File: config.mk
export PLATFORM = sky130hd
export DESIGN_NAME = grom_button_conditioner
export DESIGN_NICKNAME = d
export VERILOG_FILES = /design/src/rtl/grom_pkg.sv /design/src/rtl/grom_sync_2ff.sv /design/src/rtl/grom_button_conditioner.sv
export SDC_FILE = /design/constraint.sdc
export NUM_CORES = 1
export LEC_CHECK = 0
export CAP_MARGIN = 40
export CORE_ASPECT_RATIO = 1.4
export CORE_MARGIN = 2
export CORE_UTILIZATION = 60
export CTS_BUF_LIST = sky130_fd_sc_hd__clkbuf_4 sky130_fd_sc_hd__clkbuf_8
export CTS_CLUSTER_SIZE = 24
export DETAILED_ROUTE_END_ITERATION = 10
export DONT_BUFFER_PORTS = 1
export GPL_ROUTABILITY_DRIVEN = 0
export PLACE_DENSITY_LB_ADDON = 0.12
export SKIP_LAST_GASP = 1
export SLEW_MARGIN = 20
export SYNTH_ARGS = -nofsm -noshare
export SYNTH_HDL_FRONTEND = slang
export SYNTH_SLANG_ARGS = --single-unit
File: constraint.sdc
create_clock -name i_Clk -period 3.63 [get_ports i_Clk]
set_input_delay 0.5445 -clock i_Clk [delete_from_list [all_inputs] [get_ports i_Clk]]
set_output_delay 0.5445 -clock i_Clk [all_outputs]
set_load 0.03 [all_outputs]
File: src/rtl/grom_pkg.sv
// grom_pkg: shared types and default cycle constants for the grom8 button path.
// Holds the button-conditioner FSM state encoding and the default debounce,
// reset-hold and long-press cycle counts used by grom_top.
package grom_pkg;

  // Debounce FSM state encoding (2 bits)
  typedef enum logic [1:0] {
    BTN_RELEASED     = 2'd0,
    BTN_PRESS_WAIT   = 2'd1,
    BTN_PRESSED      = 2'd2,
    BTN_RELEASE_WAIT = 2'd3
  } btn_state_e;

  // Default cycle counts at 25 MHz
  localparam int unsigned GROM_DEBOUNCE_CYCLES   = 250000;    // 10 ms
  localparam int unsigned GROM_RESET_HOLD_CYCLES = 16;
  localparam int unsigned GROM_LONG_PRESS_CYCLES = 25000000;  // 1 s

endpackage

File: src/rtl/grom_sync_2ff.sv
// grom_sync_2ff: two-flop synchronizer for a single asynchronous input.
// Ports:
//   i_Clk   - destination clock
//   i_Rst_L - asynchronous active-low reset, clears both stages to 0
//   i_D     - asynchronous input
//   o_Q     - synchronized output (second stage)
module grom_sync_2ff (
  input  logic i_Clk,
  input  logic i_Rst_L,
  input  logic i_D,
  output logic o_Q
);

  logic meta_q;
  logic sync_q;

  // Two-stage shift; only the second stage leaves the module
  always_ff @(posedge i_Clk or negedge i_Rst_L) begin
    if (!i_Rst_L) begin
      meta_q <= 1'b0;
      sync_q <= 1'b0;
    end else begin
      meta_q <= i_D;
      sync_q <= meta_q;
    end
  end

  assign o_Q = sync_q;

endmodule

File: src/rtl/grom_button_conditioner.sv
// grom_button_conditioner: synchronizes and debounces the board push-button
// and produces a stretched CPU reset plus single-cycle press/release pulses.
// Optional feature macro: GROM_LONG_PRESS_EN enables the o_Long_Press pulse;
// when undefined the long-press counter is absent and o_Long_Press is 0.
// Ports:
//   i_Clk        - system clock, rising edge
//   i_Rst_L      - asynchronous active-low reset
//   i_Switch     - raw button, 1 = pressed
//   o_Switch     - debounced button level
//   o_Press      - one-cycle pulse on accepted press
//   o_Release    - one-cycle pulse on accepted release
//   o_Cpu_Reset  - active-high reset for grom_computer
//   o_Long_Press - one-cycle pulse LONG_PRESS_CYCLES after o_Press
module grom_button_conditioner
  import grom_pkg::*;
#(
  parameter int unsigned DEBOUNCE_CYCLES   = GROM_DEBOUNCE_CYCLES,
  parameter int unsigned RESET_HOLD_CYCLES = GROM_RESET_HOLD_CYCLES,
  parameter int unsigned LONG_PRESS_CYCLES = GROM_LONG_PRESS_CYCLES
) (
  input  logic i_Clk,
  input  logic i_Rst_L,
  input  logic i_Switch,
  output logic o_Switch,
  output logic o_Press,
  output logic o_Release,
  output logic o_Cpu_Reset,
  output logic o_Long_Press
);

  localparam int unsigned DBW = $clog2(DEBOUNCE_CYCLES + 1);
  localparam int unsigned HBW = $clog2(RESET_HOLD_CYCLES + 1);
  localparam logic [DBW-1:0] DEB_MAX   = DBW'(DEBOUNCE_CYCLES);
  localparam logic [HBW-1:0] HOLD_INIT = HBW'(RESET_HOLD_CYCLES);

  // All cycle counts must be at least 1
  if (DEBOUNCE_CYCLES < 1 || RESET_HOLD_CYCLES < 1 || LONG_PRESS_CYCLES < 1) begin : g_param_check
    $error("grom_button_conditioner: cycle parameters must be >= 1");
  end

  logic           sw_sync;
  btn_state_e     state_q,     state_d;
  logic [DBW-1:0] cnt_q,       cnt_d;
  logic [DBW-1:0] cnt_inc;
  logic [HBW-1:0] hold_q,      hold_d;
  logic           switch_q,    switch_d;
  logic           press_q,     press_d;
  logic           release_q,   release_d;
  logic           cpu_reset_q, cpu_reset_d;

  grom_sync_2ff u_sync (
    .i_Clk   (i_Clk),
    .i_Rst_L (i_Rst_L),
    .i_D     (i_Switch),
    .o_Q     (sw_sync)
  );

  // State and output registers
  always_ff @(posedge i_Clk or negedge i_Rst_L) begin
    if (!i_Rst_L) begin
      state_q     <= BTN_RELEASED;
      cnt_q       <= '0;
      hold_q      <= HOLD_INIT;
      switch_q    <= 1'b0;
      press_q     <= 1'b0;
      release_q   <= 1'b0;
      cpu_reset_q <= 1'b1;
    end else begin
      state_q     <= state_d;
      cnt_q       <= cnt_d;
      hold_q      <= hold_d;
      switch_q    <= switch_d;
      press_q     <= press_d;
      release_q   <= release_d;
      cpu_reset_q <= cpu_reset_d;
    end
  end

  // Debounce FSM, hold counter and CPU reset next-state
  always_comb begin
    state_d   = state_q;
    cnt_d     = cnt_q;
    switch_d  = switch_q;
    press_d   = 1'b0;
    release_d = 1'b0;
    hold_d    = hold_q;
    // Saturating increment; the counter never wraps
    cnt_inc   = (cnt_q == DEB_MAX) ? cnt_q : cnt_q + DBW'(1);

    unique case (state_q)
      BTN_RELEASED: begin
        if (sw_sync) begin
          // A one-cycle debounce accepts on the very first sample
          if (DEB_MAX == DBW'(1)) begin
            state_d  = BTN_PRESSED;
            cnt_d    = '0;
            switch_d = 1'b1;
            press_d  = 1'b1;
          end else begin
            state_d  = BTN_PRESS_WAIT;
            cnt_d    = DBW'(1);
          end
        end
      end
      BTN_PRESS_WAIT: begin
        if (!sw_sync) begin
          state_d = BTN_RELEASED;
          cnt_d   = '0;
        end else if (cnt_inc == DEB_MAX) begin
          state_d  = BTN_PRESSED;
          cnt_d    = '0;
          switch_d = 1'b1;
          press_d  = 1'b1;
        end else begin
          cnt_d = cnt_inc;
        end
      end
      BTN_PRESSED: begin
        if (!sw_sync) begin
          if (DEB_MAX == DBW'(1)) begin
            state_d   = BTN_RELEASED;
            cnt_d     = '0;
            switch_d  = 1'b0;
            release_d = 1'b1;
          end else begin
            state_d   = BTN_RELEASE_WAIT;
            cnt_d     = DBW'(1);
          end
        end
      end
      BTN_RELEASE_WAIT: begin
        if (sw_sync) begin
          state_d = BTN_PRESSED;
          cnt_d   = '0;
        end else if (cnt_inc == DEB_MAX) begin
          state_d   = BTN_RELEASED;
          cnt_d     = '0;
          switch_d  = 1'b0;
          release_d = 1'b1;
        end else begin
          cnt_d = cnt_inc;
        end
      end
      default: begin
        state_d = BTN_RELEASED;
        cnt_d   = '0;
      end
    endcase

    // Hold reloads on accepted release and drains only while released
    if (release_d) begin
      hold_d = HOLD_INIT;
    end else if (!switch_q && (hold_q != '0)) begin
      hold_d = hold_q - HBW'(1);
    end

    cpu_reset_d = switch_d || (hold_d != '0);
  end

  assign o_Switch    = switch_q;
  assign o_Press     = press_q;
  assign o_Release   = release_q;
  assign o_Cpu_Reset = cpu_reset_q;

`ifdef GROM_LONG_PRESS_EN
  localparam int unsigned LBW = $clog2(LONG_PRESS_CYCLES + 1);
  localparam logic [LBW-1:0] LP_MAX = LBW'(LONG_PRESS_CYCLES);

  logic [LBW-1:0] lp_cnt_q, lp_cnt_d;
  logic           long_q,   long_d;

  always_ff @(posedge i_Clk or negedge i_Rst_L) begin
    if (!i_Rst_L) begin
      lp_cnt_q <= '0;
      long_q   <= 1'b0;
    end else begin
      lp_cnt_q <= lp_cnt_d;
      long_q   <= long_d;
    end
  end

  // Runs while the debounced level is pressed (including release bounce);
  // saturating at LP_MAX gives exactly one pulse per accepted press.
  always_comb begin
    lp_cnt_d = lp_cnt_q;
    long_d   = 1'b0;
    if (press_d) begin
      lp_cnt_d = '0;
    end else if (switch_q && (lp_cnt_q != LP_MAX)) begin
      lp_cnt_d = lp_cnt_q + LBW'(1);
      long_d   = (lp_cnt_d == LP_MAX);
    end
  end

  assign o_Long_Press = long_q;
`else
  assign o_Long_Press = 1'b0;
`endif

endmodule

# After elaboration in Yosys (flattened, before gate mapping)

Index checks and enable logic that the tools add are counted.

Add/subtract/negate cells: 2
Equality and inequality tests: 9
Mux-type cells: 26
Reduce and logical (&&, ||, !) cells: 8

Operators by type and width:

| cell                    | number |
|---|---|
| $mux W18                | 6 |
| $pmux W18 S4            | 1 |
| $eq A18 B18 Y1 const B  | 2 |
| $add A18 B1 Y18 const B | 1 |
| $mux W2                 | 6 |
| $mux W5                 | 2 |
| $reduce_bool A5 Y1      | 2 |
| $mux W1                 | 9 |
| $pmux W2 S4             | 1 |
| $sub A5 B1 Y5 const B   | 1 |
| $eq A2 B2 Y1 const B    | 2 |
| $reduce_and A4 Y1       | 1 |
| $ne A3 B2 Y1 const B    | 1 |
| $ne A3 B3 Y1 const B    | 1 |
| $eq A2 B1 Y1 const B    | 1 |
| $logic_not A2 Y1        | 1 |
| $ne A2 B1 Y1 const B    | 1 |
| $ne A2 B2 Y1 const B    | 1 |
| $pmux W1 S2             | 1 |
| $reduce_and A2 Y1       | 1 |
| $logic_and A1 B1 Y1     | 1 |
| $logic_not A1 Y1        | 1 |
| $logic_or A1 B1 Y1      | 1 |

Register bits after elaboration: 31
Input port bits: 3
Output and inout port bits: 5
Word-level logic and storage cells: 54

# Depth between registers and ports, before layout

Word-level depth: 9
Gate-level depth with buffers: 9

# Cells and area by module

From an unflattened synthesis, not the netlist that was laid out.

Cells, all modules: 208
Area total of the unflattened synthesis: 1,926.8 um^2

By module, submodules not included:

| module                  | instances | cells an instance | area each (um^2) | seq. area each (um^2) |
|---|---|---|---|---|
| grom_button_conditioner | 1         | 206               | 1,876.8          | 728.2 |
| grom_sync_2ff           | 1         | 2                 | 50.0             | 50.0 |

# Worst setup path before layout

Ideal clock, no wire load.

Path type: register to register
From: reg cnt_q[0]
To: reg cnt_q[14]
Arrival: 2,469 ps
Data required time: 3,512 ps
Slack: 1,043 ps
Cell stages (with the launch flop): 9
Buffers on the path: 0
Clock period less this slack: 2,587 ps
Cell sequence: dfrtp_1 -> ha_1 -> nand3_2 -> or4_1 -> a211o_1 -> a311oi_2 -> a31o_2 -> o21ai_0 -> a21o_1

Word-level cells in the longest chain between the ends: 6

RTL lines:

| element                                                  | RTL line                                                       | source |
|---|---|---|
| start, declared                                          | grom_button_conditioner.sv:43                                  | `logic [DBW-1:0] cnt_q, cnt_d;` |
| start signal, assigned                                   | grom_button_conditioner.sv:70                                  | `cnt_q <= cnt_d;` |
| $add A18 B1 Y18 / $eq A18 B18 Y1 (equally long branches) | grom_button_conditioner.sv:88                                  | `cnt_inc = (cnt_q == DEB_MAX) ? cnt_q : cnt_q + DBW'(1);` |
| $mux W18 (*)                                             | grom_button_conditioner.sv:88                                  |  |
| $eq A18 B18 Y1                                           | grom_button_conditioner.sv:109, grom_button_conditioner.sv:135 |  |
| $mux W18 (*)                                             | grom_button_conditioner.sv:109, grom_button_conditioner.sv:135 |  |
| $mux W18, on equally long branches                       | grom_button_conditioner.sv:132, grom_button_conditioner.sv:106 |  |
| $pmux W18 S4 (*)                                         | grom_button_conditioner.sv:90                                  | `unique case (state_q)` |

Mark *: on every way between the ends. The rest lies on a longest branch, timed or not.
A chain may end at the register's enable or synchronous reset.

# Final worst setup path

From: reg cnt_q[0]
To: reg cnt_q[4]

Same word-level chain as after synthesis.

==> flow_metrics.tcl <==
set metrics [dict create \
    drtPass1Iterations 4 \
    numPortBuffers 0 \
    crit_required_ns 3.81 \
    irDropWorstVdd_v 0.000298 \
    grt_pass1_wl_um 7130 \
    fmaxAchievable_mhz 343 \
    relSlewSlack_pct 58.1 \
    synth-edff-count 0 \
    start_kind "register" \
    fin_total_pwr_mw 0.756 \
    final_antenna_net_count 0 \
    grt_usage_pct 26.0 \
    die_h_um 71.4 \
    final_nets 218 \
    synthCells 215 \
    ys_seq_elements 31 \
    maxSlewViolCount 0 \
    clock_path_buffers 2 \
    worstMarginPinSlew_ns 0.626 \
    powerDensity_nw_per_um2 364 \
    p_sw_share_pct 22.4 \
    path_class "reg -> reg" \
    arrival_ns 3.09 \
    finClkSkew_ns 0.00465 \
    yosys_warnings 0 \
    antenna_found_initial 0 \
    ys_seq_area_share_pct 40.0 \
    fin_crit_ns 2.91 \
    synthesis.area_um2 1950 \
    seqPwrFrac_pct 47.3 \
    critPathMaxFanout 10 \
    fp.dieArea_um2 3720 \
    cellInternalPower_mw 0.586 \
    grt-ovfl-total 0 \
    hpwl_um 3080 \
    fin_util_pct 66.5 \
    p_switching_mw 0.170 \
    fillers 257 \
    wl_per_cell_um 17.5 \
    pwr-share-clk_pct 47.0 \
    multi_input_area_um2 1080 \
    cts_hold_buf 1 \
    syn_area_per_cell_um2 9.06 \
    routed_wl_um 4420 \
    fin_crit_sh_pct 80.2 \
    finalSetupTns_ns 0 \
    core-area_um2 3120 \
    core.rowCount 24 \
    area_growth_pct 6.62 \
    tritoncts "built" \
    combPwrFrac_pct 5.8 \
    cts.sinks 31 \
    setup_viol 0 \
    drt_iter0_markers 35 \
    clk_pin_slew_ns 0.07 \
    layout_setup_ws_ns 0.719 \
    place_ws_ns 0.786 \
    max-cap-violations 0 \
    cts_buffers 5 \
    p_leak_nw 0.911 \
    drive_above_1_share_pct 12.7 \
    cts-root-buf "clkbuf_8" \
    rsz0062_at_grt "no" \
    antennaDiodeCount 0 \
    start_util_pct 62.3 \
    cts_resized 0 \
    drc 0 \
    finalHoldViolCount 0 \
    grt_pass1_vias 1572 \
    via_count 1643 \
    async_reset_ff_share_pct 100 \
    ys.flop_type "dfrtp_1" \
    end_kind "register" \
    fp.dieW_um 52.1 \
    hold_class "in -> async" \
    via_per_inst 6.52 \
    cts_setup_buffers 0 \
    synth_cell_types 56 \
    clk_latency_ns 0.29 \
    grt_max_degree 30 \
    ioPinCount 8 \
    syn_nets 221 \
    htreeDepth 2 \
    ff_latch_area_um2 778 \
    status "completed" \
]
## layout make-up
class                           count  share of cell area [%]
Clock inverter                      2                    1.69
Inverter                            7                    1.27
Clock buffer                        6                    3.98
Timing Repair Buffer                1                   0.964
Tap cell                           39                    2.35
Multi-Input combinational cell    166                    52.3
Sequential cell                    31                    37.5
## state kept, by name, summed over array words and instances, names as in the netlist, named ones only
| register | flops |
|---|---|
| hold_q | 5 |
| o_Release | 1 |
| o_Cpu_Reset | 1 |
| u_sync.meta_q | 1 |
| state_q | 1 |
| o_Press | 1 |
| cnt_q | 18 |
| u_sync.o_Q | 1 |
| o_Switch | 1 |
## placed cells by master, fill, tap and decap left out, types with 2 or more instances in the layout
cell      instances
a211o_1           2
a21boi_0          2
a21o_1            7
a21oi_1           6
a22o_1            2
and2_1            3
and3_1            6
clkbuf_8          6
dfrtp_1          29
dfstp_2           2
ha_1              3
inv_1             7
mux2_2            3
nand2_1          17
nand2b_1          2
nand3_1          13
nand4_1           5
nor2_1           17
nor2b_1           4
nor3_1            8
nor3b_1           2
nor4_1            4
o211ai_1          2
o21ai_0          17
o31ai_1           3
or3_1             2
or4_1             2
xnor2_1           4
xor2_1            5
## worst max-delay path, cell delays in order (launching register included)
cell      delay (ns)
dfrtp_1         0.44
ha_1            0.29
nand3_2         0.15
or4_1           0.52
a211o_1         0.31
a311oi_2        0.42
a31o_2          0.35
o21ai_0         0.12
a21o_1          0.20
## final timing paths
kind / end / slack [ns] / cells past startpoint / startpoint
min in group i_Clk: u_sync.meta_q$_DFF_PN0_ / 0.27 / 0 / i_Switch
max reg2reg: cnt_q[4]$_DFFE_PN0P_ / 0.72 / 8 / cnt_q[0]$_DFFE_PN0P_
max: cnt_q[4]$_DFFE_PN0P_ / 0.72 / 8 / cnt_q[0]$_DFFE_PN0P_
min: state_q[0]$_DFFE_PN0P_ / 0.07 / 1 / i_Rst_L
max in group asynchronous: cnt_q[12]$_DFFE_PN0P_ / 3.40 / 1 / i_Rst_L
min reg2reg: u_sync.o_Q$_DFF_PN0_ / 0.36 / 0 / u_sync.meta_q$_DFF_PN0_
## cells by family after synthesis
group,share of synthesized area [%]
other,0.193
buffers and inverters,4.31
AOI/OAI and AO/OA,17.7
adders and majority gates,1.93
xor gates and xnor gates,4.05
DFF,40.0
muxes,1.74
and+or+nand+nor,30.1
## Yosys cell counts (3+ instances only)
master,count,area [µm²]
and2_1,3,18.8
xnor2_1,4,35.0
o21ai_0,17,85.1
mux2_2,3,33.8
ha_1,3,37.5
o31ai_1,3,22.5
nor2_1,17,63.8
dfrtp_1,29,726
nor3_1,8,40.0
xor2_1,5,43.8
nand2_1,17,63.8
nand3_1,13,65.1
nor4_1,4,25.0
and3_1,6,37.5
nor2b_1,4,25.0
a21oi_1,6,30.0
nand4_1,5,31.3
buf_2,7,35.0
a21o_1,7,52.6
inv_1,7,26.3
## power by group through the flow
stage | clock (mW) | sequential, mW | combinational, mW
2_1_floorplan | 0 | 0.362 | 0.0274
3_3_place_gp | 0 | 0.363 | 0.0325
3_5_place_dp | 0 | 0.363 | 0.0339
4_1_cts | 0.360 | 0.357 | 0.0434
5_1_grt | 0.374 | 0.358 | 0.0496
6_report | 0.355 | 0.357 | 0.0435
## layer usage
metal	global-route usage (%)	wire, µm	up-vias
met3	6.67	167	20
met1	27.9	1780	805
met5	0	0	-
met2	44.9	2300	47
met4	15.4	172	0
li1	-	-	771
## through the flow
stage | area [µm²] | std cells | hold slack (ns)
floorplan | 1950 | 215 | 0.249
global placement | 1940 | 243 | 0.249
detailed placement | 1940 | 243 | 0.250
CTS | 2080 | 252 | 0.0714
global route | 2080 | 252 | 0.0725
finish | 2080 | 252 | 0.0672
Note: power is estimated with default switching activity, not from simulation.
